[config.mk]
export PLATFORM = sky130hd
export DESIGN_NAME = obstacle_collision_detector
export DESIGN_NICKNAME = d
export VERILOG_FILES = /design/src/rtl/obstacle_pkg.sv /design/src/rtl/obstacle_hit_eval.sv /design/src/rtl/obstacle_collision_detector.sv
export SDC_FILE = /design/constraint.sdc
export NUM_CORES = 1
export LEC_CHECK = 0
export ABC_AREA = 1
export CAP_MARGIN = 40
export CORE_MARGIN = 8
export CORE_UTILIZATION = 40
export DETAILED_ROUTE_END_ITERATION = 8
export GPL_ROUTABILITY_DRIVEN = 0
export MAX_ROUTING_LAYER = met4
export PLACE_DENSITY = 0.67
export SYNTH_ARGS = -nofsm -noshare
export SYNTH_HDL_FRONTEND = slang
export SYNTH_SLANG_ARGS = --single-unit
[constraint.sdc]
create_clock -name clk -period 3.8 [get_ports clk]
set_input_delay 0.76 -clock clk [delete_from_list [all_inputs] [get_ports clk]]
set_output_delay 0.76 -clock clk [all_outputs]
set_load 0.01 [all_outputs]
[src/rtl/obstacle_pkg.sv]
// obstacle_pkg
//   Shared definitions for the obstacle generator and its consumers.
//   Obstacle type encoding, beat field slices and default geometry constants.
package obstacle_pkg;

  typedef enum logic [2:0] {
    NONE   = 3'b000,
    LOW    = 3'b001,
    HIGH   = 3'b010,
    MID    = 3'b011,
    TRAIN  = 3'b100,
    RAMP   = 3'b101,
    MOVING = 3'b110
  } obstacle_t;

  localparam int TYPE_MSB = 15;
  localparam int TYPE_LSB = 13;
  localparam int LANE_MSB = 12;
  localparam int LANE_LSB = 11;
  localparam int DEPTH_W  = 11;

  localparam int HALF_BLOCK       = 64;
  localparam int TRAIN_HEIGHT_DEF = 64;
  localparam int JUMP_CLEAR_DEF   = 32;
  localparam int RAMP_HEIGHT_DEF  = 32;

endpackage

[src/rtl/obstacle_hit_eval.sv]
// obstacle_hit_eval
//   Stage-2 classifier. Classifies one matched obstacle against the latched
//   player pose and registers the verdict for the accumulator.
//   The same classification is also exposed combinationally (la_*) so the
//   reporting logic can fold in a beat that is still sitting in stage 1.
// Ports
//   clk, rst_n          clock, synchronous active-low reset
//   clr                 drop the registered verdict (new frame)
//   in_valid, in_type   matched beat from stage 1 and its obstacle type
//   height, ducking     latched player pose
//   la_*                combinational verdict for the current input
//   hit, hit_type       registered hit flag and the type that caused it
//   support_valid/_h    registered support surface under the player
module obstacle_hit_eval
  import obstacle_pkg::*;
#(
  parameter int JUMP_CLEAR   = JUMP_CLEAR_DEF,
  parameter int TRAIN_HEIGHT = TRAIN_HEIGHT_DEF,
  parameter int RAMP_HEIGHT  = RAMP_HEIGHT_DEF,
  parameter int HEIGHT_W     = 8
) (
  input  logic                clk,
  input  logic                rst_n,
  input  logic                clr,
  input  logic                in_valid,
  input  logic [2:0]          in_type,
  input  logic [HEIGHT_W-1:0] height,
  input  logic                ducking,
  output logic                la_hit,
  output logic                la_support_valid,
  output logic [HEIGHT_W-1:0] la_support_h,
  output logic                hit,
  output logic [2:0]          hit_type,
  output logic                support_valid,
  output logic [HEIGHT_W-1:0] support_h
);

  localparam logic [HEIGHT_W-1:0] JUMP_H  = HEIGHT_W'(JUMP_CLEAR);
  localparam logic [HEIGHT_W-1:0] TRAIN_H = HEIGHT_W'(TRAIN_HEIGHT);
  localparam logic [HEIGHT_W-1:0] RAMP_H  = HEIGHT_W'(RAMP_HEIGHT);

  always_comb begin
    la_hit           = 1'b0;
    la_support_valid = 1'b0;
    la_support_h     = '0;
    if (in_valid) begin
      case (in_type)
        LOW:  la_hit = (height < JUMP_H);
        HIGH: la_hit = !ducking;
        MID:  la_hit = !ducking && (height < JUMP_H);
        TRAIN, MOVING: begin
          // standing on the roof turns the car into a support surface
          if (height >= TRAIN_H) begin
            la_support_valid = 1'b1;
            la_support_h     = TRAIN_H;
          end else begin
            la_hit = 1'b1;
          end
        end
        RAMP: begin
          la_support_valid = 1'b1;
          la_support_h     = RAMP_H;
        end
        default: ;
      endcase
    end
  end

  always_ff @(posedge clk) begin
    if (!rst_n || clr) begin
      hit           <= 1'b0;
      hit_type      <= 3'b000;
      support_valid <= 1'b0;
      support_h     <= '0;
    end else begin
      hit           <= la_hit;
      hit_type      <= in_type;
      support_valid <= la_support_valid;
      support_h     <= la_support_h;
    end
  end

endmodule

[src/rtl/obstacle_collision_detector.sv]
// obstacle_collision_detector
//   Consumes the obstacle generator stream for one frame, keeps first-row
//   obstacles in the player's lane, classifies them against the pose latched
//   at frame_start and reports one result per frame.
// Ports
//   clk, rst_n                  clock, synchronous active-low reset
//   frame_start                 start of frame; latches the player pose
//   player_lane/height/ducking  player pose
//   obs_valid/first_row/data    obstacle stream beat ({type, lane, depth})
//   obs_done                    generator end of frame (rising edge used)
//   result_valid                one-cycle pulse with the frame result
//   collision, collision_type   any hit / type of the nearest hit
//   hit_count                   hits in the frame, saturating at 3
//   support_height              highest support surface under the player
//
//   state   | meaning
//   IDLE    | waiting for frame_start; beats ignored
//   COLLECT | accepting beats until obs_done rises
//   DRAIN   | two cycles; beats still accepted, pipeline flushing
//   REPORT  | publish result, pulse result_valid
module obstacle_collision_detector
  import obstacle_pkg::*;
#(
  parameter int JUMP_CLEAR   = JUMP_CLEAR_DEF,
  parameter int TRAIN_HEIGHT = TRAIN_HEIGHT_DEF,
  parameter int RAMP_HEIGHT  = RAMP_HEIGHT_DEF,
  parameter int HEIGHT_W     = 8
) (
  input  logic                clk,
  input  logic                rst_n,
  input  logic                frame_start,
  input  logic [1:0]          player_lane,
  input  logic [HEIGHT_W-1:0] player_height,
  input  logic                player_ducking,
  input  logic                obs_valid,
  input  logic                obs_first_row,
  input  logic [15:0]         obs_data,
  input  logic                obs_done,
  output logic                result_valid,
  output logic                collision,
  output logic [2:0]          collision_type,
  output logic [1:0]          hit_count,
  output logic [HEIGHT_W-1:0] support_height
);

  localparam logic [1:0] IDLE    = 2'd0;
  localparam logic [1:0] COLLECT = 2'd1;
  localparam logic [1:0] DRAIN   = 2'd2;
  localparam logic [1:0] REPORT  = 2'd3;

  typedef struct packed {
    logic [1:0]          cnt;
    logic [2:0]          typ;
    logic [HEIGHT_W-1:0] sup;
  } acc_t;

  // Hits arrive nearest-first, so the type is only taken on the first hit.
  function automatic acc_t fold(input acc_t a, input logic hit_in,
                                input logic [2:0] t, input logic sv,
                                input logic [HEIGHT_W-1:0] sh);
    acc_t r;
    r = a;
    if (hit_in) begin
      if (a.cnt == 2'd0) r.typ = t;
      if (a.cnt != 2'd3) r.cnt = a.cnt + 2'd1;
    end
    if (sv && (sh > a.sup)) r.sup = sh;
    return r;
  endfunction

  logic [1:0]          state;
  logic                drain_cnt;
  logic                done_q;
  logic [1:0]          lane_q;
  logic [HEIGHT_W-1:0] height_q;
  logic                duck_q;

  logic                s1_valid;
  logic [2:0]          s1_type;

  logic                la_hit, la_sv;
  logic [HEIGHT_W-1:0] la_sh;
  logic                s2_hit, s2_sv;
  logic [2:0]          s2_type;
  logic [HEIGHT_W-1:0] s2_sh;

  acc_t acc, acc_s2, acc_all;

  logic [2:0] beat_type;
  logic [1:0] beat_lane;
  logic       beat_match;
  logic       accepting;
  logic       done_rise;

  // Depth only travels on the bus for debug; classification never uses it.
  logic unused_depth;
  assign unused_depth = ^obs_data[DEPTH_W-1:0];

  assign beat_type  = obs_data[TYPE_MSB:TYPE_LSB];
  assign beat_lane  = obs_data[LANE_MSB:LANE_LSB];
  assign accepting  = (state == COLLECT) || (state == DRAIN);
  assign beat_match = accepting && obs_valid && obs_first_row &&
                      (beat_lane == lane_q) && (beat_type != NONE);
  assign done_rise  = obs_done && !done_q;

  // acc_s2 includes the beat in stage 2; acc_all also folds in stage 1 so
  // beats accepted late in DRAIN still make it into the report.
  assign acc_s2  = fold(acc, s2_hit, s2_type, s2_sv, s2_sh);
  assign acc_all = fold(acc_s2, la_hit, s1_type, la_sv, la_sh);

  obstacle_hit_eval #(
    .JUMP_CLEAR  (JUMP_CLEAR),
    .TRAIN_HEIGHT(TRAIN_HEIGHT),
    .RAMP_HEIGHT (RAMP_HEIGHT),
    .HEIGHT_W    (HEIGHT_W)
  ) u_hit_eval (
    .clk             (clk),
    .rst_n           (rst_n),
    .clr             (frame_start),
    .in_valid        (s1_valid),
    .in_type         (s1_type),
    .height          (height_q),
    .ducking         (duck_q),
    .la_hit          (la_hit),
    .la_support_valid(la_sv),
    .la_support_h    (la_sh),
    .hit             (s2_hit),
    .hit_type        (s2_type),
    .support_valid   (s2_sv),
    .support_h       (s2_sh)
  );

  always_ff @(posedge clk) begin
    if (!rst_n) begin
      state          <= IDLE;
      drain_cnt      <= 1'b0;
      done_q         <= 1'b0;
      lane_q         <= 2'd0;
      height_q       <= '0;
      duck_q         <= 1'b0;
      s1_valid       <= 1'b0;
      s1_type        <= 3'b000;
      acc            <= '0;
      result_valid   <= 1'b0;
      collision      <= 1'b0;
      collision_type <= 3'b000;
      hit_count      <= 2'd0;
      support_height <= '0;
    end else begin
      result_valid <= 1'b0;
      done_q       <= obs_done;
      s1_type      <= beat_type;
      if (frame_start) begin
        // restart: whatever was in flight belongs to the abandoned frame
        state     <= COLLECT;
        drain_cnt <= 1'b0;
        lane_q    <= player_lane;
        height_q  <= player_height;
        duck_q    <= player_ducking;
        s1_valid  <= 1'b0;
        acc       <= '0;
      end else begin
        s1_valid <= beat_match;
        acc      <= acc_s2;
        case (state)
          COLLECT: begin
            if (done_rise) begin
              state     <= DRAIN;
              drain_cnt <= 1'b0;
            end
          end
          DRAIN: begin
            if (drain_cnt) state <= REPORT;
            drain_cnt <= 1'b1;
          end
          REPORT: begin
            state          <= IDLE;
            result_valid   <= 1'b1;
            collision      <= (acc_all.cnt != 2'd0);
            collision_type <= acc_all.typ;
            hit_count      <= acc_all.cnt;
            support_height <= acc_all.sup;
          end
          default: ;
        endcase
      end
    end
  end

endmodule

==> impl_summary.txt <==
----------------------------------------------------
[Outcome]
  Result of the run ... complete, no violations

[Floorplanning]
  Starting density of the core ... 41.1%
  Area of the core ... around 5000 µm²
  Die W ... approximately 88 µm
  Number of ports placed on the die boundary ... 48
  Die H ... roughly 88 µm
  Die area ... between 7000 and 8000 µm²
  Cell row count ... 26

[Yosys]
  Average cell area after synthesis ... roughly 7.8 µm²
  Netlist area before placement ... just over 2000 µm²
  Part of the Yosys area used for sequential elements ... 47.3%
  Syn Nets ... between 300 and 400
  Number of register bits inferred by synthesis ... about 50
  YS warnings ... 0
  Proportion of netlist area held by the largest area contributor ... a little under half
  Top cell type by total area after synthesis ... dfxtp_1
  Gate Count Post-Synth ... approximately 270
  Count of cell types in the netlist ... 26
  Ranking of synthesized cells by area ... dfxtp_1 (47%), nand2_1 (9.4%), inv_1 (6.2%)

[Layout]
  Count of nets after finishing ... 338
  Leading cell type in the layout, fill and taps excluded ... nand2_1
  # fillers ... around 510
  Area growth from synthesis to layout ... 22.8%
  Ant. Diodes ... 0
  Fraction of final layout cells sized beyond drive strength 1 ... under 10%
  Fin cells ... approximately 370
  Most frequent cells in the layout ... nand2_1 (52), dfxtp_1 (49), inv_1 (34)

[STA]
  Period utilisation layout ... a little under two thirds
  Final period demand of the worst path ... 2.42 ns
  Setup repair after global routing missed its margin ... false
  Final hold slack ... 0.467 ns
  Post-Route Skew ... approximately 0.011 ns
  Max-slew headroom ... between 60% and 70%
  Setup TNS Final ... 0 ns
  Final Setup Violations ... 0
  Pins Over Slew Limit ... 0
  Tightest Pin Transition ... 0.528 ns
  Hold violation total from the final report ... 0
  Maximum clock rate ... 414 MHz

[Detailed routing]
  Top layer reached by signal wires ... met4
  Avg Vias per Cell ... between 4 and 5
  Number of vias in the routed layout ... between 1500 and 2000
  Avg WL per Cell ... 11.8 µm
  Remaining antenna violation count ... 0
  Drt total wl ... roughly 4300 µm
  DRC violations left ... 0
  Routed met3 length ... between 150 and 200 µm
  First-pass iteration count of the detailed router ... 4
  Number of DRC markers after the initial detailed-route iteration ... approximately 110
  Met1 wire length ... approximately 2100 µm
  Sum of met2 wire segment lengths after detailed routing ... 2000 µm

[CTS]
  Clock input transition at the sequential cells of the worst setup and hold paths ... ~0.1 ns
  H-tree level count ... 2
  Clk sink count ... 49
  Clock insertion delay at the later pin of the skew report ... 0.31 ns
  Cell chosen for the clock root ... clkbuf_8
  Resized cells post-CTS ... 0
  CTS tree ... done
  CTS Buf Count ... 5
  Post-CTS Hold Fix Bufs ... 0
  Max Buffers Root-to-Sink ... 2
  Number of buffers inserted by post-CTS setup repair ... 0

[Power]
  Largest voltage drop on the vdd net ... between 0.2 and 0.25 mV
  Combinational share of power ... under 10%
  Pleak ... around 0.0011 µW
  Internal power of the cells ... 746 µW
  Sequential cell fraction of total power ... 54.7%
  PwrDens ... ~380 nW/µm²
  Psw ... between 200 and 250 µW
  Clock power frac ... 39.1%
  Switch share ... between 20 and 25%

[Run]
  Number of violations of the max-capacitance limit ... 0

[GRT]
  Residual overflow from global routing ... 0
  Global-route wire length before repair ... 7380 µm
  Via count of the first global-routing pass ... about 1600
  Total Routing Usage GR ... between 10% and 20%
  Antenna violations before repair ... 0
  Pin count of the biggest net entering global routing ... 25

[Setup path]
  Worst Setup Path Type ... flop to flop
  Largest fanout on the critical path ... 14
  Arr. time, crit path ... roughly 2.6 ns
  Required arrival time at the worst endpoint ... between 3 and 4 ns
  Crit path capture type ... flop
  Type of origin of the critical path ... flop

[Place]
  Total instance count after detailed placement ... between 300 and 400
  I/O Buffers ... 31
  Detailed placement HPWL ... approximately 3100 µm

[Worst hold path]
  Path category of the worst min-delay check ... flop to flop

----------------------------------------------------
## registers in the layout (all words and copies together) (netlist names)
signal and cells:
collision_type 3, duck_q 1, hit_count 2, s1_type 3, s1_valid 1, u_hit_eval.hit 1
u_hit_eval.hit_type 3, drain_cnt 1, result_valid 1, u_hit_eval.support_h 2, acc 13, u_hit_eval.support_valid 1
collision 1, lane_q 2, support_height 8, state 2, height_q 3, done_q 1
## worst max-delay path: stages (launching register included)
cell and delay (ns):
dfxtp_1 0.32, inv_1 0.05, ha_1 0.29, nand2_1 0.09, a21oi_4 0.12, nand2_2 0.18
o21ai_1 0.30, ha_1 0.31, nand3_1 0.09, nand2_1 0.05, nand2_1 0.11, o21bai_4 0.16
nand2_1 0.07, nand3_1 0.10, a21oi_2 0.06
## kinds of logic (layout without fill, tap and decap cells)
family                   after synthesis  in the layout  synth area share, %
flip-flops                            49             49                 47.3
AO/OA/AOI/OAI                         49             49                 14.4
AND/OR/NAND/NOR                      112            112                 22.8
adder cells (fa/ha/maj)                9              9                 5.43
buffers and inverters                 45             75                 8.69
multiplexers                           3              3                 1.45
## worst paths after layout
check	from	to	slack [ns]	cells after the start
worst min register to register	collision_type[2]$_SDFFE_PN0P_	collision_type[2]$_SDFFE_PN0P_	0.47	2
worst max-delay path	acc[6]$_SDFF_PP0_	support_height[5]$_SDFFE_PN0P_	1.38	14
worst max register to register	acc[6]$_SDFF_PP0_	support_height[5]$_SDFFE_PN0P_	1.38	14
worst min-delay path	collision_type[2]$_SDFFE_PN0P_	collision_type[2]$_SDFFE_PN0P_	0.47	2
## power groups by stage
stage | Sequential (µW) | Clock, µW | Combinational [µW]
after floorplan | 538 | 0 | 35.0
after global placement | 539 | 0 | 58.3
after detailed placement | 540 | 0 | 59.3
after CTS | 528 | 384 | 59.7
after global routing | 529 | 414 | 66.4
final | 528 | 377 | 58.9
## cell usage after synthesis
master    count
nand4_1       5
a21oi_1      22
a21oi_4       1
nand2_2       2
o21bai_4      1
nand3b_1      1
ha_1          9
buf_2         3
a32o_1        1
o21ai_1       2
a21oi_2       2
clkbuf_1      6
a2111o_1      1
mux2i_1       3
nor2_1       28
a22oi_1       1
buf_6         1
inv_2         1
inv_1        34
nand3_1      18
nand2_1      52
o22ai_1       1
dfxtp_1      49
a211oi_1      2
nor3_1        6
o21ai_0      15
## layout make-up
class | count | area [µm²] | area share (%)
inverter | 35 | 131 | 5.16
clock buffer | 5 | 68.8 | 2.70
timing repair buffer | 32 | 318 | 12.5
sequential | 49 | 981 | 38.5
multi-input combinational | 173 | 912 | 35.8
clock inverter | 3 | 46.3 | 1.82
tap | 70 | 87.6 | 3.44
## layer usage
layer | vias to the layer above | GRT usage [%]
li1 | 918 | -
met1 | 772 | 15.0
met2 | 32 | 19.7
met3 | 7 | 2.53
met4 | 0 | 6.09
met5 | - | -
## metrics by stage
step,power [µW],cell area [µm²],setup slack (ns),util (%)
floorplan,573,2070,1.69,-
global placement,597,2430,1.19,48.2
detailed placement,599,2430,1.18,48.2
CTS,972,2540,1.36,50.5
global route,1010,2540,1.11,50.5
finish,964,2540,1.38,50.5
No activity file was read; power rests on OpenSTA's default activity.
